File: src/rtl/tmds_encoder_dvi.sv
// tmds_encoder_dvi: one DVI 1.0 TMDS channel encoder.
// Takes an 8-bit colour component, or a 2-bit control word during blanking,
// and produces one 10-bit DC-balanced symbol per pixel clock.
// Latency is a fixed two clk_pix cycles, with no stalls and no handshake.
// Stage 1 does transition minimisation (q_m). Stage 2 does DC balancing
// against a running disparity count (cnt).
// Optional build macro TMDS_DISPARITY_OUT_EN exposes cnt on port disp_cnt.
module tmds_encoder_dvi (
  input  logic       clk_pix,
  input  logic       rst,
  input  logic [7:0] data_in,
  input  logic [1:0] ctrl_in,
  input  logic       de,
  output logic [9:0] tmds
`ifdef TMDS_DISPARITY_OUT_EN
  ,
  output logic signed [5:0] disp_cnt
`endif
);

  localparam logic [9:0] CTRL_00 = 10'b1101010100;
  localparam logic [9:0] CTRL_01 = 10'b0010101011;
  localparam logic [9:0] CTRL_10 = 10'b0101010100;
  localparam logic [9:0] CTRL_11 = 10'b1010101011;

  // Stage 1 signals
  logic [3:0] n1_d;
  logic       xnor_mode;
  logic [8:0] qm_d;
  logic       de_s1;
  logic [1:0] ctrl_s1;
  logic [8:0] qm_s1;

  // Stage 2 signals
  logic [3:0]        n1q;
  logic [3:0]        n0q;
  logic signed [5:0] bal;
  logic signed [5:0] qm8_x2;
  logic signed [5:0] nqm8_x2;
  logic signed [5:0] cnt;
  logic signed [5:0] cnt_d;
  logic [9:0]        tmds_d;

  // Transition-minimised word: choose XOR/XNOR chaining from the ones count
  always_comb begin
    n1_d = '0;
    for (int i = 0; i < 8; i++) n1_d = n1_d + {3'b000, data_in[i]};
    xnor_mode = (n1_d > 4'd4) || ((n1_d == 4'd4) && !data_in[0]);
    qm_d      = '0;
    qm_d[0]   = data_in[0];
    for (int i = 1; i < 8; i++)
      qm_d[i] = xnor_mode ? ~(qm_d[i-1] ^ data_in[i]) : (qm_d[i-1] ^ data_in[i]);
    qm_d[8] = ~xnor_mode;
  end

  // Stage 1 register: align de/ctrl with the computed q_m
  always_ff @(posedge clk_pix or posedge rst) begin
    if (rst) begin
      de_s1   <= 1'b0;
      ctrl_s1 <= 2'b00;
      qm_s1   <= '0;
    end else begin
      de_s1   <= de;
      ctrl_s1 <= ctrl_in;
      qm_s1   <= qm_d;
    end
  end

  // DC balance: pick invert/keep from disparity sign, or emit a control symbol
  always_comb begin
    n1q = '0;
    for (int i = 0; i < 8; i++) n1q = n1q + {3'b000, qm_s1[i]};
    n0q     = 4'd8 - n1q;
    bal     = $signed({2'b00, n1q}) - $signed({2'b00, n0q});
    qm8_x2  = $signed({3'b000, qm_s1[8], 1'b0});
    nqm8_x2 = $signed({3'b000, ~qm_s1[8], 1'b0});
    tmds_d  = CTRL_00;
    cnt_d   = '0;
    if (!de_s1) begin
      // Blanking: disparity restarts so the next video run begins balanced
      case (ctrl_s1)
        2'b00:   tmds_d = CTRL_00;
        2'b01:   tmds_d = CTRL_01;
        2'b10:   tmds_d = CTRL_10;
        default: tmds_d = CTRL_11;
      endcase
      cnt_d = '0;
    end else if ((cnt == 6'sd0) || (n1q == n0q)) begin
      tmds_d = {~qm_s1[8], qm_s1[8], qm_s1[8] ? qm_s1[7:0] : ~qm_s1[7:0]};
      cnt_d  = qm_s1[8] ? (cnt + bal) : (cnt - bal);
    end else if ((!cnt[5] && (n1q > n0q)) || (cnt[5] && (n0q > n1q))) begin
      tmds_d = {1'b1, qm_s1[8], ~qm_s1[7:0]};
      cnt_d  = cnt + qm8_x2 - bal;
    end else begin
      tmds_d = {1'b0, qm_s1[8], qm_s1[7:0]};
      cnt_d  = cnt + bal - nqm8_x2;
    end
  end

  // Stage 2 register: output symbol and running disparity
  always_ff @(posedge clk_pix or posedge rst) begin
    if (rst) begin
      tmds <= CTRL_00;
      cnt  <= '0;
    end else begin
      tmds <= tmds_d;
      cnt  <= cnt_d;
    end
  end

`ifdef TMDS_DISPARITY_OUT_EN
  assign disp_cnt = cnt;
`else
  // Disparity count stays internal in this build.
`endif

endmodule

File: config.mk
export PLATFORM = sky130hd
export DESIGN_NAME = tmds_encoder_dvi
export DESIGN_NICKNAME = d
export VERILOG_FILES = /design/src/rtl/tmds_encoder_dvi.sv
export SDC_FILE = /design/constraint.sdc
export NUM_CORES = 1
export LEC_CHECK = 0
export ABC_AREA = 1
export BUFFER_PORTS_ARGS = -buffer_cell sky130_fd_sc_hd__buf_2
export CAP_MARGIN = 10
export CORE_UTILIZATION = 45
export CTS_CLUSTER_DIAMETER = 120
export DETAILED_ROUTE_END_ITERATION = 8
export PLACE_DENSITY = 0.75
export SYNTH_ARGS = -nofsm -noshare
export SYNTH_HDL_FRONTEND = slang
export SYNTH_SLANG_ARGS = --single-unit
File: constraint.sdc
create_clock -name clk_pix -period 15.6 [get_ports clk_pix]
set_input_delay 3.12 -clock clk_pix [delete_from_list [all_inputs] [get_ports clk_pix]]
set_output_delay 3.12 -clock clk_pix [all_outputs]
set_load 0.02 [all_outputs]
==> results of run 1 <==
[kinds of logic after synthesis]
family          Yosys count
xor+xnor                  9
buf+inv                  73
flops                    28
simple gates            164
fa+ha+maj                39
compound gates           29
[per-stage QoR]
stage | utilization [%] | hold slack, ns | std cells | area, µm²
final | 50.8 | 0.487 | 437 | 2780
after global routing | 50.8 | 0.533 | 437 | 2780
after detailed placement | 49.7 | 0.465 | 433 | 2720
after global placement | 49.7 | 0.461 | 433 | 2720
after CTS | 50.8 | 0.486 | 437 | 2780
after floorplan | - | 0.434 | 342 | 2540
[per-layer routing]
metal / global-route usage [%] / wire length (µm) / vias up
li1: - / - / 1100
met1: 24.6 / 2420 / 965
met2: 31.9 / 2540 / 40
met3: 1.90 / 122 / 6
met4: 3.21 / 38 / 0
met5: 0 / 0 / -
[final timing paths]
check / end / from / cells after the start / slack, ns
max in group asynchronous: cnt[5] / rst / 2 / 11.93
min in group asynchronous: tmds[0] / rst / 2 / 3.07
worst max-delay path: qm_s1[7] / data_in[0] / 21 / 9.30
worst max register to register: cnt[5] / qm_s1[0] / 28 / 9.96
worst min-delay path: cnt[0] / cnt[0] / 2 / 0.49
worst min register to register: cnt[0] / cnt[0] / 2 / 0.49
[flip-flops by register name, indices dropped and copies added (netlist names)]
register  count
qm_s1         9
de_s1         1
tmds         10
cnt           6
ctrl_s1       2
[cell usage in the layout (no fill, tap or decap)]
| cell | netlist | layout |
|---|---|---|
| a211oi_1 | 1 | 1 |
| a21boi_0 | 1 | 1 |
| a21oi_1 | 9 | 9 |
| a21oi_2 | 1 | 1 |
| buf_2 | 1 | 22 |
| clkbuf_8 | 0 | 4 |
| dfrtp_1 | 23 | 23 |
| dfstp_2 | 5 | 5 |
| fa_1 | 13 | 13 |
| ha_1 | 26 | 26 |
| inv_1 | 69 | 69 |
| inv_2 | 1 | 1 |
| nand2_1 | 97 | 97 |
| nand2_2 | 5 | 5 |
| nand2_4 | 1 | 1 |
| nand3_1 | 45 | 45 |
| nand3b_1 | 1 | 1 |
| nor2_1 | 9 | 9 |
| nor2_2 | 1 | 1 |
| nor2_4 | 1 | 1 |
| nor3_1 | 3 | 3 |
| o211ai_1 | 2 | 2 |
| o21ai_0 | 12 | 12 |
| o21ai_2 | 1 | 1 |
| o21ai_4 | 1 | 1 |
| o21bai_1 | 1 | 1 |
| or2_2 | 1 | 1 |
| xnor2_1 | 5 | 5 |
| xor2_1 | 4 | 4 |
[worst max-delay path, stage by stage]
cell      delay [ns]
buf_2           0.13
fa_1            0.54
inv_1           0.05
fa_1            0.46
fa_1            0.49
inv_1           0.04
ha_1            0.18
inv_1           0.07
fa_1            0.42
nand3b_1        0.10
nand2_1         0.07
nand2_1         0.17
nand2_1         0.07
nand2_1         0.08
inv_1           0.04
nand2_1         0.10
nand2_2         0.08
nand2_1         0.08
nand3_1         0.08
nand2_1         0.06
inv_1           0.04
[area by class of cell]
type / instances / area, µm²
well taps: 72 / 90.1
repair buffers: 22 / 110
multi-input cells: 241 / 1550
flip-flops and latches: 28 / 707
clock buffers: 4 / 55.1
fillers: 513 / 2700
inverters: 70 / 263
[cells in the mapped netlist, drive strengths merged (2+ instances only)]
cell    number  area, µm²
inv         70        263
xnor2        5       43.8
nand2      103        407
xor2         4       35.0
buf          2       16.3
o21ai       14       85.1
fa          13        260
a21oi       10       53.8
ha          26        325
nor3         3       15.0
o211ai       2       15.0
dfrtp       23        576
dfstp        5        131
nand3       45        225
nor2        11       51.3
==> summary.txt, run 1 <==
CP startpoint kind - input port
Multiplexer share of the synthesized area - 0%
Port bufs - 22
Per-cell routed wire length - 11.7 µm
Largest net degree at the start of global routing - 29
Outcome - finished clean
Setup WS post-layout - 9.30 ns
Die ar. - 5950 µm²
Final setup vio count - 0
Htree depth - 1
Async SR Flop Fraction - 100%
TNS Setup - 0 ns
Sequential element share of the synthesized area - 27.8%
TritonCTS Buffers - 3
CTS tree - done
Net Count, Synth - 394
Post-CTS Setup Inserts - 0
Core area - 5470 µm²
RSZ-0062 raised after global routing - false
CTS resizes - 0
Initial antenna violation count - 0
Root buf cell - clkbuf_8
Die extent in x - 77.2 µm
Post-route ant nets - 0
Min cycle time layout - 6.30 ns
CTS clk-pin slew, worst paths - 0.09 ns
Top FF cell, synth - dfrtp_1
Crit end category - flop
XOR/XNOR Fraction of Synth Area - 3.10%
Critical path data arrival time - 6.47 ns
# nets final - 418
Drt drc - 0
Peak fanout along the critical path - 5
#FFs+latches synth - 28
Worst-Skew Late Latency - 0.27 ns
Largest family of logic cells by synthesized area - simple AND/OR/NAND/NOR gates
Area delta synth->final - 9.25%
CTS Sinks - 28
Adder-Cell Fraction of Synth Area - 23.0%
Mapped Cells - 342
Fin crit share - 40.4%
Syn Std Cell Area - 2540 µm²
Vias - 2,111
Initial DRC Count - 95
DP Worst Slack - 9.01 ns
Final slew viol count - 0
Post-synth EDFFs - 0
Share of cells above drive strength 1 - 12.1%
Detailed-route vias per instance - 4.83
I/O Pins - 23
Row Count - 27
Gr usage total - 18.3%
Ant. Diodes - 0
GRT overflow - 0
Starting Density - 46.5%
Number of distinct library cells after synthesis - 30
Post-synthesis compound-gate area fraction - 6.94%
CP Class - in2reg
WL final - 5.12 mm
Die height - 77.2 µm
Cts hold-fix bufs - 0
TritonRoute pass-1 iters - 5
Mapped Avg Cell Area - 7.43 µm²
Fmax - 159 MHz
Endpoints failing hold - 0
Clk_skew - 0.00612 ns
Number of global-route vias before repair - 1,984
Longest Clk Path Bufs - 2
Worst-Margin Slew - 0.995 ns
Tightest Hold Check Type - reg2reg
Data required, critical path - 15.78 ns
Worst slew margin - 33.6%
Number of max-cap violations - 0
Final Wtd Congestion - 0.835
DPL Wire Length - 4.15 mm
First-pass GRT wire length - 8.87 mm
Yosys warns - 0
Simple-gate portion of the synthesized area - 28.0%
Power of run 1 is not shown: default switching activity piles up to over one toggle a cycle in this logic, so the estimate is an artifact.
==> run 2: changes to the inputs <==
Settings changed: ABC_AREA 1 to 0, PLACE_DENSITY 0.75 to 0.78.
Clock period 15.6 ns to 5.3 ns, I/O delays scaled along.
==> summary.txt, run 2 <==
Gr usage total - 18.4%
Post-synth EDFFs - 0
Area of the multi-input gates - 1530 µm²
Tightest Hold Check Type - reg2reg
Row Count - 25
Core area - 4820 µm²
#FFs+latches synth - 28
Worst-Skew Late Latency - 0.27 ns
Data required, critical path - 5.44 ns
Simple-gate portion of the synthesized area - 8.43%
TritonCTS Buffers - 3
Port bufs - 22
Worst path slowest cell - fa_1
Setup WS post-layout - -0.0453 ns
Syn Std Cell Area - 2300 µm²
Peak fanout along the critical path - 6
Most frequent cells in the layout - inv_1 (36), xnor2_1 (23), dfrtp_1 (23), buf_2 (22), ha_1 (21)
Post-synth top cells - inv_1 (40), ha_1 (26), dfrtp_1 (23), xnor2_1 (23)
CTS clk-pin slew, worst paths - 0.09 ns
TritonRoute pass-1 iters - 4
Number of max-cap violations - 0
# fillers - 425
Share of cells above drive strength 1 - 27.5%
Die ar. - 5400 µm²
Mapped Avg Cell Area - 9.96 µm²
First-pass GRT wire length - 7.58 mm
Die extent in x - 73.5 µm
Final std cells w/o fill - 336
Initial DRC Count - 95
RSZ-0062 raised after global routing - true
DP Worst Slack - -0.0880 ns
Synth area leaders - dfrtp_1 (25%), ha_1 (14%), fa_1 (11%), xnor2_1 (8.8%), inv_1 (6.5%)
Fmax - 187 MHz
Number of global-route vias before repair - 1,693
Area after DPL - 2560 µm²
Number of distinct library cells after synthesis - 41
Root buf cell - clkbuf_8
Post-route cell area - 2760 µm²
Placed Cells incl. Taps - 324
XOR/XNOR Fraction of Synth Area - 13.6%
Multiplexer share of the synthesized area - 2.18%
Htree depth - 1
Post-route ant nets - 0
Adder-Cell Fraction of Synth Area - 25.5%
Commonest non-fill, non-tap cell in the layout - inv_1
Bufs and invs on worst path - 4
GRT overflow - 0
Leading area contributor after synthesis - dfrtp_1
Crit end category - flop
CP startpoint kind - flop
Net Count, Synth - 283
Worst path cell trace - inv_2 > fa_1 > fa_1 > fa_1 > inv_2 > ha_4 > fa_2 > or2_4 > ha_4 > nor2b_2 > mux2i_2 > nor2_1 > a211oi_2 > buf_4 > ha_4 > inv_2 > ha_2 > a21o_1 > a21oi_2 > xnor2_1 > a31o_2 > a21oi_2 > o21a_1 > nor3_2
Slowest stage delay, CP - 0.55 ns
Top FF cell, synth - dfrtp_1
Worst slew margin - 34.4%
Initial antenna violation count - 0
Detailed-route vias per instance - 5.09
# nets final - 322
Count leader, synth - inv_1
Drt drc - 0
Longest Clk Path Bufs - 2
Final Wtd Congestion - 0.842
DPL Wire Length - 3.60 mm
Reg area - 707 µm²
Clk_skew - 0.00320 ns
Post-synthesis compound-gate area fraction - 12.6%
Starting Density - 47.7%
CP Class - reg2reg
Yosys warns - 0
Cts hold-fix bufs - 0
Per-cell routed wire length - 13.9 µm
Crit path max-delay family - adder cells
WL final - 4.65 mm
Sequential element share of the synthesized area - 30.7%
Max FFs per register - 10
Area delta synth->final - 20.0%
Largest family of logic cells by synthesized area - adder cells
Largest registers - tmds: 10 flops, qm_s1: 9 flops, cnt: 6 flops
Min cycle time layout - 5.35 ns
Fin crit share - 101%
Worst-Margin Slew - 0.983 ns
Failing checks - setup timing
Vias - 1,709
CTS tree - done
Endpoints failing hold - 0
Core Util, Final - 57.3%
Reg with most FFs - tmds
Ant. Diodes - 0
CTS Sinks - 28
Outcome - complete, but fails checks
Die height - 73.5 µm
Async SR Flop Fraction - 100%
Synth top area share - 25.0%
Largest net degree at the start of global routing - 29
Final setup vio count - 1
Final slew viol count - 0
Mapped Cells - 231
Critical path data arrival time - 5.48 ns
I/O Pins - 23
## run 2: cell types whose count changed after synthesis, sizes merged, moves of 4 or more
cell,delta
a21o,+4
inv,-29
mux2i,+5
nand2,-98
nand3,-42
nor3,+5
xnor2,+20
xor2,+5
## run 2: path summary, 6_finish.rpt
path                                from      end  slack [ns]  cells after the start
min in group asynchronous            rst    de_s1        1.00                      2
worst min-delay path               de_s1  tmds[8]        0.48                      1
worst max register to register  qm_s1[0]   cnt[5]       -0.05                     24
max in group asynchronous            rst   cnt[1]        3.70                      2
worst max-delay path            qm_s1[0]   cnt[5]       -0.05                     24
worst min register to register     de_s1  tmds[8]        0.48                      1
## run 2: timing repair
action,in CTS,in global routing
endpoints found under the setup margin,1,3
buffers inserted,2,6
resized for setup,6,12
pin swaps,3,5
## run 2: cell type report
cell class / instances / area share [%]
Clock buffer: 3 / 1.50
Inverter: 41 / 5.58
Clock inverter: 1 / 1.09
Timing Repair Buffer: 36 / 7.80
Tap cell: 67 / 3.04
Sequential cell: 28 / 25.6
Multi-Input combinational cell: 160 / 55.4
## run 2: stage by stage
stage,setup TNS [ns],hold slack [ns]
finish,-0.0453,0.477
floorplan,0,0.427
detailed placement,-0.0880,0.474
CTS,-0.0785,0.486
global placement,0,0.460
global route,-0.265,0.511
## run 2: metal layers
metal	part of all wire, %	up-vias	track usage, %	routed length, µm
met1	42	840	20.9	1960
met3	2.6	8	3.43	120
met4	1.3	0	3.85	59
met2	54	37	35.3	2510
li1	-	824	-	-
met5	0	-	0	0
## run 2: kinds of logic after synthesis
logic type               Yosys count
AO/OA/AOI/OAI                     43
XOR/XNOR                          34
adder cells (fa/ha/maj)           39
buffers and inverters             43
flip-flops                        28
multiplexers                       5
AND/OR/NAND/NOR                   39
Power of run 2 is left out for the same reason.
